`src/rtl/slice_subtractor_seq.sv`:
```
// slice_subtractor_seq: a - b - b_in, SLICE bits per clock with a registered borrow; SUB_SIGNED_FLAGS_EN adds ovf/neg
module slice_subtractor_seq #(
  parameter int WIDTH = 32,
  parameter int SLICE = 16
) (
  input  logic             clk,
  input  logic             rst,
  input  logic             in_valid,
  output logic             in_ready,
  input  logic [WIDTH-1:0] a,
  input  logic [WIDTH-1:0] b,
  input  logic             b_in,
  output logic             out_valid,
  input  logic             out_ready,
  output logic [WIDTH-1:0] diff,
  output logic             b_out,
`ifdef SUB_SIGNED_FLAGS_EN
  output logic             ovf,
  output logic             neg,
`endif
  output logic             zero
);
  localparam int NSLICE = WIDTH / SLICE;
  localparam int IW = NSLICE > 1 ? $clog2(NSLICE) : 1;
  localparam logic [IW-1:0] LAST = IW'(NSLICE - 1);
  typedef enum logic [1:0] {IDLE, RUN, DONE} state_t;
  state_t state, state_n;
  logic [WIDTH-1:0] a_r, b_r;
  logic [IW-1:0] idx;
  logic [SLICE-1:0] d_k;
  logic borrow, carry, last, acc;
  int lo;
  assign in_ready = state == IDLE;
  assign out_valid = state == DONE;
  always_ff @(posedge clk)
    state <= rst ? IDLE : state_n;
  always_comb begin
    state_n = state == IDLE ? (in_valid ? RUN : IDLE) :
              state == RUN  ? (last ? DONE : RUN) :
              (out_ready ? IDLE : DONE);
    last = idx == LAST;
    lo = int'(idx) * SLICE;
    {carry, d_k} = {1'b0, a_r[lo +: SLICE]} + {1'b0, ~b_r[lo +: SLICE]} + {{SLICE{1'b0}}, ~borrow};
    acc = idx == '0 ? 1'b1 : zero;
  end
  // borrow-out of a slice is the inverted carry of a + ~b + ~borrow
  always_ff @(posedge clk) begin
    if (rst) begin
      a_r <= '0;
      b_r <= '0;
      borrow <= 1'b0;
      idx <= '0;
      diff <= '0;
      b_out <= 1'b0;
      zero <= 1'b0;
`ifdef SUB_SIGNED_FLAGS_EN
      ovf <= 1'b0;
      neg <= 1'b0;
`endif
    end else if (state == IDLE && in_valid) begin
      a_r <= a;
      b_r <= b;
      borrow <= b_in;
      idx <= '0;
    end else if (state == RUN) begin
      diff[lo +: SLICE] <= d_k;
      borrow <= ~carry;
      zero <= acc & ~|d_k;
      idx <= idx + 1'b1;
      if (last) begin
        b_out <= ~carry;
`ifdef SUB_SIGNED_FLAGS_EN
        ovf <= (a_r[WIDTH-1] != b_r[WIDTH-1]) & (d_k[SLICE-1] != a_r[WIDTH-1]);
        neg <= d_k[SLICE-1];
`endif
      end
    end
  end
endmodule

```
`config.mk`:
```
export PLATFORM = sky130hd
export DESIGN_NAME = slice_subtractor_seq
export DESIGN_NICKNAME = d
export VERILOG_FILES = /design/src/rtl/slice_subtractor_seq.sv
export SDC_FILE = /design/constraint.sdc
export NUM_CORES = 1
export LEC_CHECK = 0
export BUFFER_PORTS_ARGS = -buffer_cell sky130_fd_sc_hd__buf_2
export CAP_MARGIN = 10
export CORE_UTILIZATION = 58
export DETAILED_ROUTE_END_ITERATION = 12
export PLACE_DENSITY_LB_ADDON = 0.25
export SLEW_MARGIN = 20
export SYNTH_ARGS = -nofsm -noshare
export SYNTH_HDL_FRONTEND = slang
export SYNTH_SLANG_ARGS = --single-unit
```
`constraint.sdc`:
```
create_clock -name clk -period 7.3 [get_ports clk]
set_input_delay 0.73 -clock clk [delete_from_list [all_inputs] [get_ports clk]]
set_output_delay 0.73 -clock clk [all_outputs]
set_load 0.1 [all_outputs]
```
## Word-level counts from Yosys, hierarchy flattened

Index checks and enable logic that the tools add are counted.

- Bits in registers: 102
- Bits in latches: 0
- Memory bits (writable): 0
- Memory bits (read-only): 0
- Input port bits: 69
- Output and inout bits: 36
- Logic and storage cells: 40
- Memories kept: 0

- Add/subtract/negate cells: 4
- Multipliers: 0
- Divide/modulo/power cells: 0
- Magnitude comparators: 0
- Equality and inequality tests: 2
- Shift operators: 4
- Multiplexer cells: 9
- Bitwise operators: 5
- Reduce and logical (&&, ||, !) cells: 8

Operators by type and width:

| kind | count |
|---|---|
| variable part select 32 x 6 -> 16 bit | 2 |
| negation 5 -> 33 bit | 1 |
| variable shift 16 x 33 -> 32 bit (first input constant) | 1 |
| variable part select 16 x 33 -> 32 bit | 1 |
| bitwise mux 32 bit | 1 |
| adder 16 x 16 -> 17 bit | 1 |
| adder 17 x 1 -> 17 bit | 1 |
| NOT 16 bit | 1 |
| OR reduction 16 bit | 1 |
| 2-to-1 mux 2 bit | 4 |
| 2-to-1 mux 1 bit | 4 |
| NOT 1 bit | 3 |
| AND reduction 3 bit | 1 |
| == test 2 x 1 -> 1 bit (second input constant) | 1 |
| == test 2 bit (second input constant) | 1 |
| logical NOT 2 bit | 1 |
| AND reduction 2 bit | 1 |
| nonzero test 2 bit | 1 |
| OR reduction 2 bit | 1 |
| adder 1 bit (second input constant) | 1 |
| AND 1 bit | 1 |
| logical AND 1 bit | 1 |
| logical NOT 1 bit | 1 |

## Depth between registers and ports, before layout

Gate-level depths: netlist (run 1).

- Depth after elaboration: 7
- Mapped depth: 13
- Gate-level depth less buffers: 11

## Least setup slack after synthesis (run 1)

Ideal clock, no wire load.

- Path kind: register -> register
- Start: register idx
- End: register zero
- Setup time: 0.069 ns
- Arrival: 3.500 ns
- Setup slack: 3.731 ns
- Stages on the path, launching flop included: 14
- Path buffers: 2
- Clock period less this slack: 3.569 ns
- Cell sequence: dfxtp_1 > clkbuf_1 > clkbuf_1 > mux2_2 > fa_1 > fa_1 > nor2b_1 > o21a_1 > nor2_1 > xnor2_1 > or4_1 > nor4_2 > nand4b_1 > o21ai_1

- Cells in the longest elaborated chain, start to end: 7
- Elaborated cells between the ends (all ways): 9
- Classes of those cells: add/sub: 2; shift: 2; mux: 1; bitwise: 2; reduce/logical: 2

RTL lines:

| item | RTL line | RTL |
|---|---|---|
| from (decl) | 29 | `logic [IW-1:0] idx;` |
| from (signal assigned) | 69 | `idx <= idx + 1'b1;` |
| variable part select 32 x 6 -> 16 bit | 43 | `{carry, d_k} = {1'b0, a_r[lo +: SLICE]} + {1'b0, ~b_r[lo +: SLICE]} + {{SLICE{1'b0}}, ~borrow};` |
| NOT 16 bit | 43 |  |
| adder 16 x 16 -> 17 bit | 43 |  |
| adder 17 x 1 -> 17 bit | 43 |  |
| OR reduction 16 bit | 68 | `zero <= acc & ~\|d_k;` |
| logical NOT 1 bit | 68 |  |
| AND 1 bit * | 68 |  |
| to (signal assigned) | 68 |  |
| to (decl) | 21 | `output logic zero` |

Every way passes the cells marked *; elsewhere a longest branch is shown, timed or not.
A chain may end at the register's enable or synchronous reset.

## Worst setup path in the final report (run 1)

Same ends and word-level chain as after synthesis.

==> results of run 1 <==
tightest hold or removal path: cells and delay by family (launching register included):
kind               cells  cell delay (ns)
DFF                    1             0.32
and+or+nand+nor        1             0.05
AOI/OAI and AO/OA      1             0.05
state kept, by name, summed over array words and instances (netlist names):
signal	flops
borrow	1
state	2
zero	1
diff	32
idx	1
b_r	32
b_out	1
a_r	32
synthesized netlist by cell type (4+ instances only):
master | n | area share [%]
clkbuf_1 | 29 | 2.4
nand3_1 | 6 | 0.65
buf_1 | 6 | 0.49
mux2i_1 | 17 | 3.7
nor2b_1 | 4 | 0.54
inv_1 | 4 | 0.33
xor2_1 | 5 | 0.95
dfxtp_1 | 102 | 44
nor3_1 | 6 | 0.65
a21oi_1 | 104 | 11
ha_1 | 15 | 4.1
o21ai_0 | 6 | 0.65
nand2_1 | 195 | 16
mux2_2 | 15 | 3.7
a211oi_1 | 5 | 0.82
nor2_1 | 17 | 1.4
xnor2_1 | 9 | 1.7
logic make-up after synthesis:
| group | Yosys count | synth area share (%) |
|---|---|---|
| compound gates | 131 | 15.8 |
| xor+xnor | 14 | 2.66 |
| fa+ha+maj | 17 | 4.95 |
| buf+inv | 39 | 3.18 |
| flops | 102 | 44.3 |
| mux | 32 | 7.36 |
| simple gates | 244 | 21.7 |
power by group:
group	switching (uW)	internal [uW]	total, uW
sequential	25.7	598	624
clock	189	134	323
combinational	332	141	473
total	547	872	1420
through the flow:
stage,util (%),power (uW)
finish,69.3,1420
global route,69.3,1480
global placement,67.0,1100
CTS,69.3,1420
detailed placement,67.0,1100
floorplan,-,1000
final cells by class:
| type | count | area, um2 | share of cell area [%] |
|---|---|---|---|
| clock buffer | 11 | 141 | 2.65 |
| clock inverter | 5 | 35.0 | 0.657 |
| inverter | 4 | 15.0 | 0.282 |
| multi-input combinational | 438 | 2420 | 45.5 |
| sequential | 102 | 2040 | 38.3 |
| tap | 102 | 128 | 2.39 |
| timing repair buffer | 107 | 543 | 10.2 |
per-layer routing:
metal	global-route usage (%)	wire, um	vias to the layer above
li1	-	-	2105
met1	34.8	4970	1869
met2	45.5	5250	116
met3	4.36	565	17
met4	9.79	146	0
met5	0	0	-
path summary, 6_finish.rpt:
path	end	slack [ns]	cells past startpoint
hold / removal	diff[26]	0.45	2
hold reg to reg	diff[26]	0.45	2
setup / recovery	zero	3.54	11
setup reg to reg	zero	3.54	11
==> flow_summary.json, run 1 <==
{
  "cp-end-kind": "flop",
  "diodes": 0,
  "tns_ns": 0,
  "n_fill_cell": 694,
  "worst-path-buf-inv": 1,
  "drc": 0,
  "core_area_um2": 7690,
  "grt_max_degree": 104,
  "initial_utilization_pct": 59.9,
  "critPathMaxFanout": 25,
  "synth_edf_count": 0,
  "final_cell_mix": "194 x nand2_1, 104 x a21oi_1, 104 x buf_2",
  "grt_pass1_wl_mm": 17.9,
  "ys.flop_type": "dfxtp_1",
  "worstHoldStart": "diff[26]",
  "min_period_over_period_pct": 51.5,
  "routabilityCongestion": 0.903,
  "ys_ff_latch": 102,
  "synthArstFlopShare_pct": 0,
  "tightest_slew_ns": 1.04,
  "dieArea_um2": 8300,
  "cp.arrival_ns": 4.06,
  "die_y_um": 91.1,
  "cp_slowest_cell": "dfxtp_1",
  "cts_made_buffers": 9,
  "rsz0062_at_grt": "false",
  "timing_hold_violations_final": 0,
  "ys_seq_area_share_pct": 44.3,
  "dp_cells": 753,
  "wl_per_cell_um": 14.2,
  "syn_to_final_growth_pct": 15.7,
  "overflow": 0,
  "worst_setup_path_start_kind": "flop",
  "powerDensity_nw_per_um2": 266,
  "postRouteAntennaNets": 0,
  "critPathRequiredTime_ns": 7.60,
  "clk_pin_slew_ns": 0.09,
  "yosys_warnings": 0,
  "relSlewSlack_pct": 31.0,
  "hold_class": "flop to flop",
  "cts_resized": 0,
  "nets": 748,
  "fin_ws_ns": 3.54,
  "critical_path_class": "flop to flop",
  "vias_per_cell": 5.34,
  "maxCapViolCount": 0,
  "hpwl_mm": 7.87,
  "cts_setup_buffers": 0,
  "drive_gt1_share_pct": 22.2,
  "period_minus_slack_ns": 3.76,
  "synth.distinct_cells": 41,
  "worstPathCellList": "buf_4 > mux2_2 > ha_1 > nand2_1 > a2111oi_0 > o31ai_2 > nor3_2 > a2111oi_2 > xnor2_1 > or2_0 > o21ai_1",
  "pre_cts_slack_ns": 3.60,
  "p_leak_uw": 0.00224,
  "cts_buffer_depth": 2,
  "netlist_area_um2": 4600,
  "max_freq_mhz": 266,
  "ir_drop_v": 0.000116,
  "grt_pass1_vias": 3790,
  "place_area_um2": 5150,
  "fp-row-count": 32,
  "drt_wl_total_mm": 10.9,
  "synth_nets": 665,
  "cts_sinks": 102,
  "insertion_delay_ns": 0.36,
  "stdcell_count": 769,
  "vias": 4107,
  "final_common_cell": "nand2_1",
  "fin_worst_skew_ns": 0.0125,
  "cts_tree": "done",
  "ctsHoldBuffers": 0,
  "ios": 105,
  "die_w_um": 91.1,
  "h-tree-depth": 3,
  "report.final.slew_viol_count": 0,
  "port_buffers": 104,
  "reg2reg_from": "idx",
  "syn_inst": 579,
  "max_stage_delay_ns": 0.71,
  "status": "complete, no violations",
  "root_buffer": "clkbuf_8",
  "synth_area_per_cell_um2": 7.95,
  "antenna_found_initial": 0,
  "crit_start": "idx",
  "drt_iter0_markers": 181,
  "timing.hold.ws_ns": 0.454,
  "grt.total_usage_pct": 26.9,
  "cp_top_family": "compound AO/OA/AOI/OAI gates",
  "setup-violations-final": 0,
  "dr.pass1.iters": 4,
  "fin_area_um2": 5330
}
(Power assumes the default switching activity.)
==> run 2: changes to the inputs <==
--- a/config.mk
+++ b/config.mk
@@ -7,7 +7,7 @@
 export LEC_CHECK = 0
 export BUFFER_PORTS_ARGS = -buffer_cell sky130_fd_sc_hd__buf_2
 export CAP_MARGIN = 10
-export CORE_UTILIZATION = 58
+export CORE_UTILIZATION = 49
 export DETAILED_ROUTE_END_ITERATION = 12
 export PLACE_DENSITY_LB_ADDON = 0.25
 export SLEW_MARGIN = 20
==> constraint.sdc (replaced) <==
create_clock -name clk -period 3.1 [get_ports clk]
set_input_delay 0.31 -clock clk [delete_from_list [all_inputs] [get_ports clk]]
set_output_delay 0.31 -clock clk [all_outputs]
set_load 0.1 [all_outputs]
==> run 2 against run 1 <==
Clock power grew to 2.7 times the previous value. Total power increased to 2.5 times the previous value. Largest cell class unchanged. Worst setup slack worse by 3.5 ns. Clock skew shrank 0.00093 ns. Hold slack worse by 0.29 ns. Global-route usage fell by 3.0 points. Combinational power rose to 2.6 times the previous value. Utilization shrank 8.8 points. Critical path depth unchanged.
==> flow_summary.json, run 2 (synthesized netlist as in run 1, its figures left out) <==
{
  "grt.total_usage_pct": 23.9,
  "grt_pass1_wl_mm": 18.6,
  "max_stage_delay_ns": 0.52,
  "max_freq_mhz": 332,
  "hold_class": "input pin to flop",
  "status": "complete, no violations",
  "drt_wl_total_mm": 11.4,
  "wl_per_cell_um": 14.4,
  "cp.arrival_ns": 3.31,
  "tightest_slew_ns": 1.05,
  "setup-violations-final": 0,
  "vias": 4199,
  "dieArea_um2": 9790,
  "crit_top_cell": "fa_2",
  "final_cell_mix": "194 x nand2_1, 104 x a21oi_1, 104 x buf_2",
  "p_leak_uw": 0.00235,
  "drc": 0,
  "final_common_cell": "nand2_1",
  "initial_utilization_pct": 50.3,
  "insertion_delay_ns": 0.37,
  "stdcell_count": 792,
  "cp-end-kind": "flop",
  "die_w_um": 98.9,
  "overflow": 0,
  "port_buffers": 104,
  "timing_hold_violations_final": 0,
  "clk_pin_slew_ns": 0.10,
  "ios": 105,
  "diodes": 0,
  "cp_slowest_cell": "or4_1",
  "syn_to_final_growth_pct": 20.4,
  "critPathRequiredTime_ns": 3.40,
  "h-tree-depth": 3,
  "ctsHoldBuffers": 0,
  "min_period_over_period_pct": 97.1,
  "pre_cts_slack_ns": -0.145,
  "final_util_pct": 60.6,
  "grt_max_degree": 103,
  "postRouteAntennaNets": 0,
  "rsz0062_at_grt": "true",
  "hpwl_mm": 8.21,
  "cts_setup_buffers": 0,
  "powerDensity_nw_per_um2": 640,
  "maxCapViolCount": 0,
  "dr.pass1.iters": 5,
  "top_regs": "a_r (32), b_r (32), diff (32)",
  "cts_sinks": 102,
  "n_fill_cell": 858,
  "fin_ws_ns": 0.0893,
  "report.final.slew_viol_count": 0,
  "drt_iter0_markers": 175,
  "vias_per_cell": 5.30,
  "timing.hold.ws_ns": 0.167,
  "relSlewSlack_pct": 30.2,
  "root_buffer": "clkbuf_8",
  "period_minus_slack_ns": 3.01,
  "antenna_found_initial": 0,
  "cts_made_buffers": 9,
  "ir_drop_v": 0.000247,
  "worst_setup_path_start_kind": "flop",
  "nets": 762,
  "critical_path_class": "flop to flop",
  "routabilityCongestion": 0.892,
  "fin_worst_skew_ns": 0.0116,
  "grt_pass1_vias": 4027,
  "cts_tree": "done",
  "worstPathCellList": "mux2_2 > fa_2 > fa_2 > nor2b_4 > o21a_1 > nor2_1 > xnor2_2 > or4_1 > nor4_2 > nand4b_1 > o21ai_1",
  "fp-row-count": 35,
  "die_y_um": 98.9,
  "critPathMaxFanout": 4,
  "dp_cells": 776,
  "fin_area_um2": 5540,
  "place_area_um2": 5270,
  "cts_buffer_depth": 2,
  "drive_gt1_share_pct": 25.6,
  "core_area_um2": 9150
}
==> run 2: cell types whose count changed in the layout (fill, tap and decap cells not counted), sizes merged <==
| cell | change |
|---|---|
| buf | +14 |
| inv | +2 |
| bufinv | +1 |
| clkbuf | -1 |
| clkinv | -1 |
| clkinvlp | -1 |
==> run 2: worst max-delay path, delay by kind of cell, from the launching register on <==
family | cells | cell delay [ns]
adder cells (fa/ha/maj) | 2 | 0.78
multiplexers | 1 | 0.36
flip-flops | 1 | 0.36
AND/OR/NAND/NOR | 5 | 1.03
XOR/XNOR | 1 | 0.16
AO/OA/AOI/OAI | 2 | 0.25
==> run 2: power breakdown <==
| part | total (uW) | internal (uW) | switching, uW |
|---|---|---|---|
| clock network | 859 | 389 | 470 |
| logic | 1230 | 403 | 822 |
| registers | 1460 | 1410 | 56.2 |
| total | 3550 | 2200 | 1350 |
==> run 2: layout make-up <==
type                            instances  area, um2  area share (%)
Inverter                                4       15.0           0.271
Sequential cell                       102       2040            36.9
Tap cell                              111        139            2.51
Multi-Input combinational cell        438       2490            44.9
Clock buffer                           10        128            2.30
Timing Repair Buffer                  121        648            11.7
Clock inverter                          6       78.8            1.42
==> run 2: path summary, 6_finish.rpt <==
path / start / to / slack, ns / cells past startpoint
setup / recovery: idx / zero / 0.09 / 11
hold / removal: a[13] / a_r[13] / 0.17 / 3
setup reg to reg: idx / zero / 0.09 / 11
hold reg to reg: diff[24] / diff[24] / 0.46 / 2
==> run 2: timing repair <==
item	in CTS	in global routing
pin swaps	0	2
gates resized for setup	4	11
setup endpoints to repair	8	11
==> run 2: metal layers <==
metal / global-route usage, % / vias to the layer above / routed length (um)
li1: - / 2126 / -
met1: 31.9 / 1935 / 5410
met2: 39.3 / 119 / 5230
met3: 3.48 / 19 / 464
met4: 9.07 / 0 / 280
met5: 0 / - / 0
==> run 2: per-stage QoR <==
step | power [uW] | TNS, ns
floorplan | 2360 | 0
global placement | 2640 | -0.184
detailed placement | 2660 | -0.641
CTS | 3520 | 0
global route | 3720 | -0.0370
finish | 3550 | 0
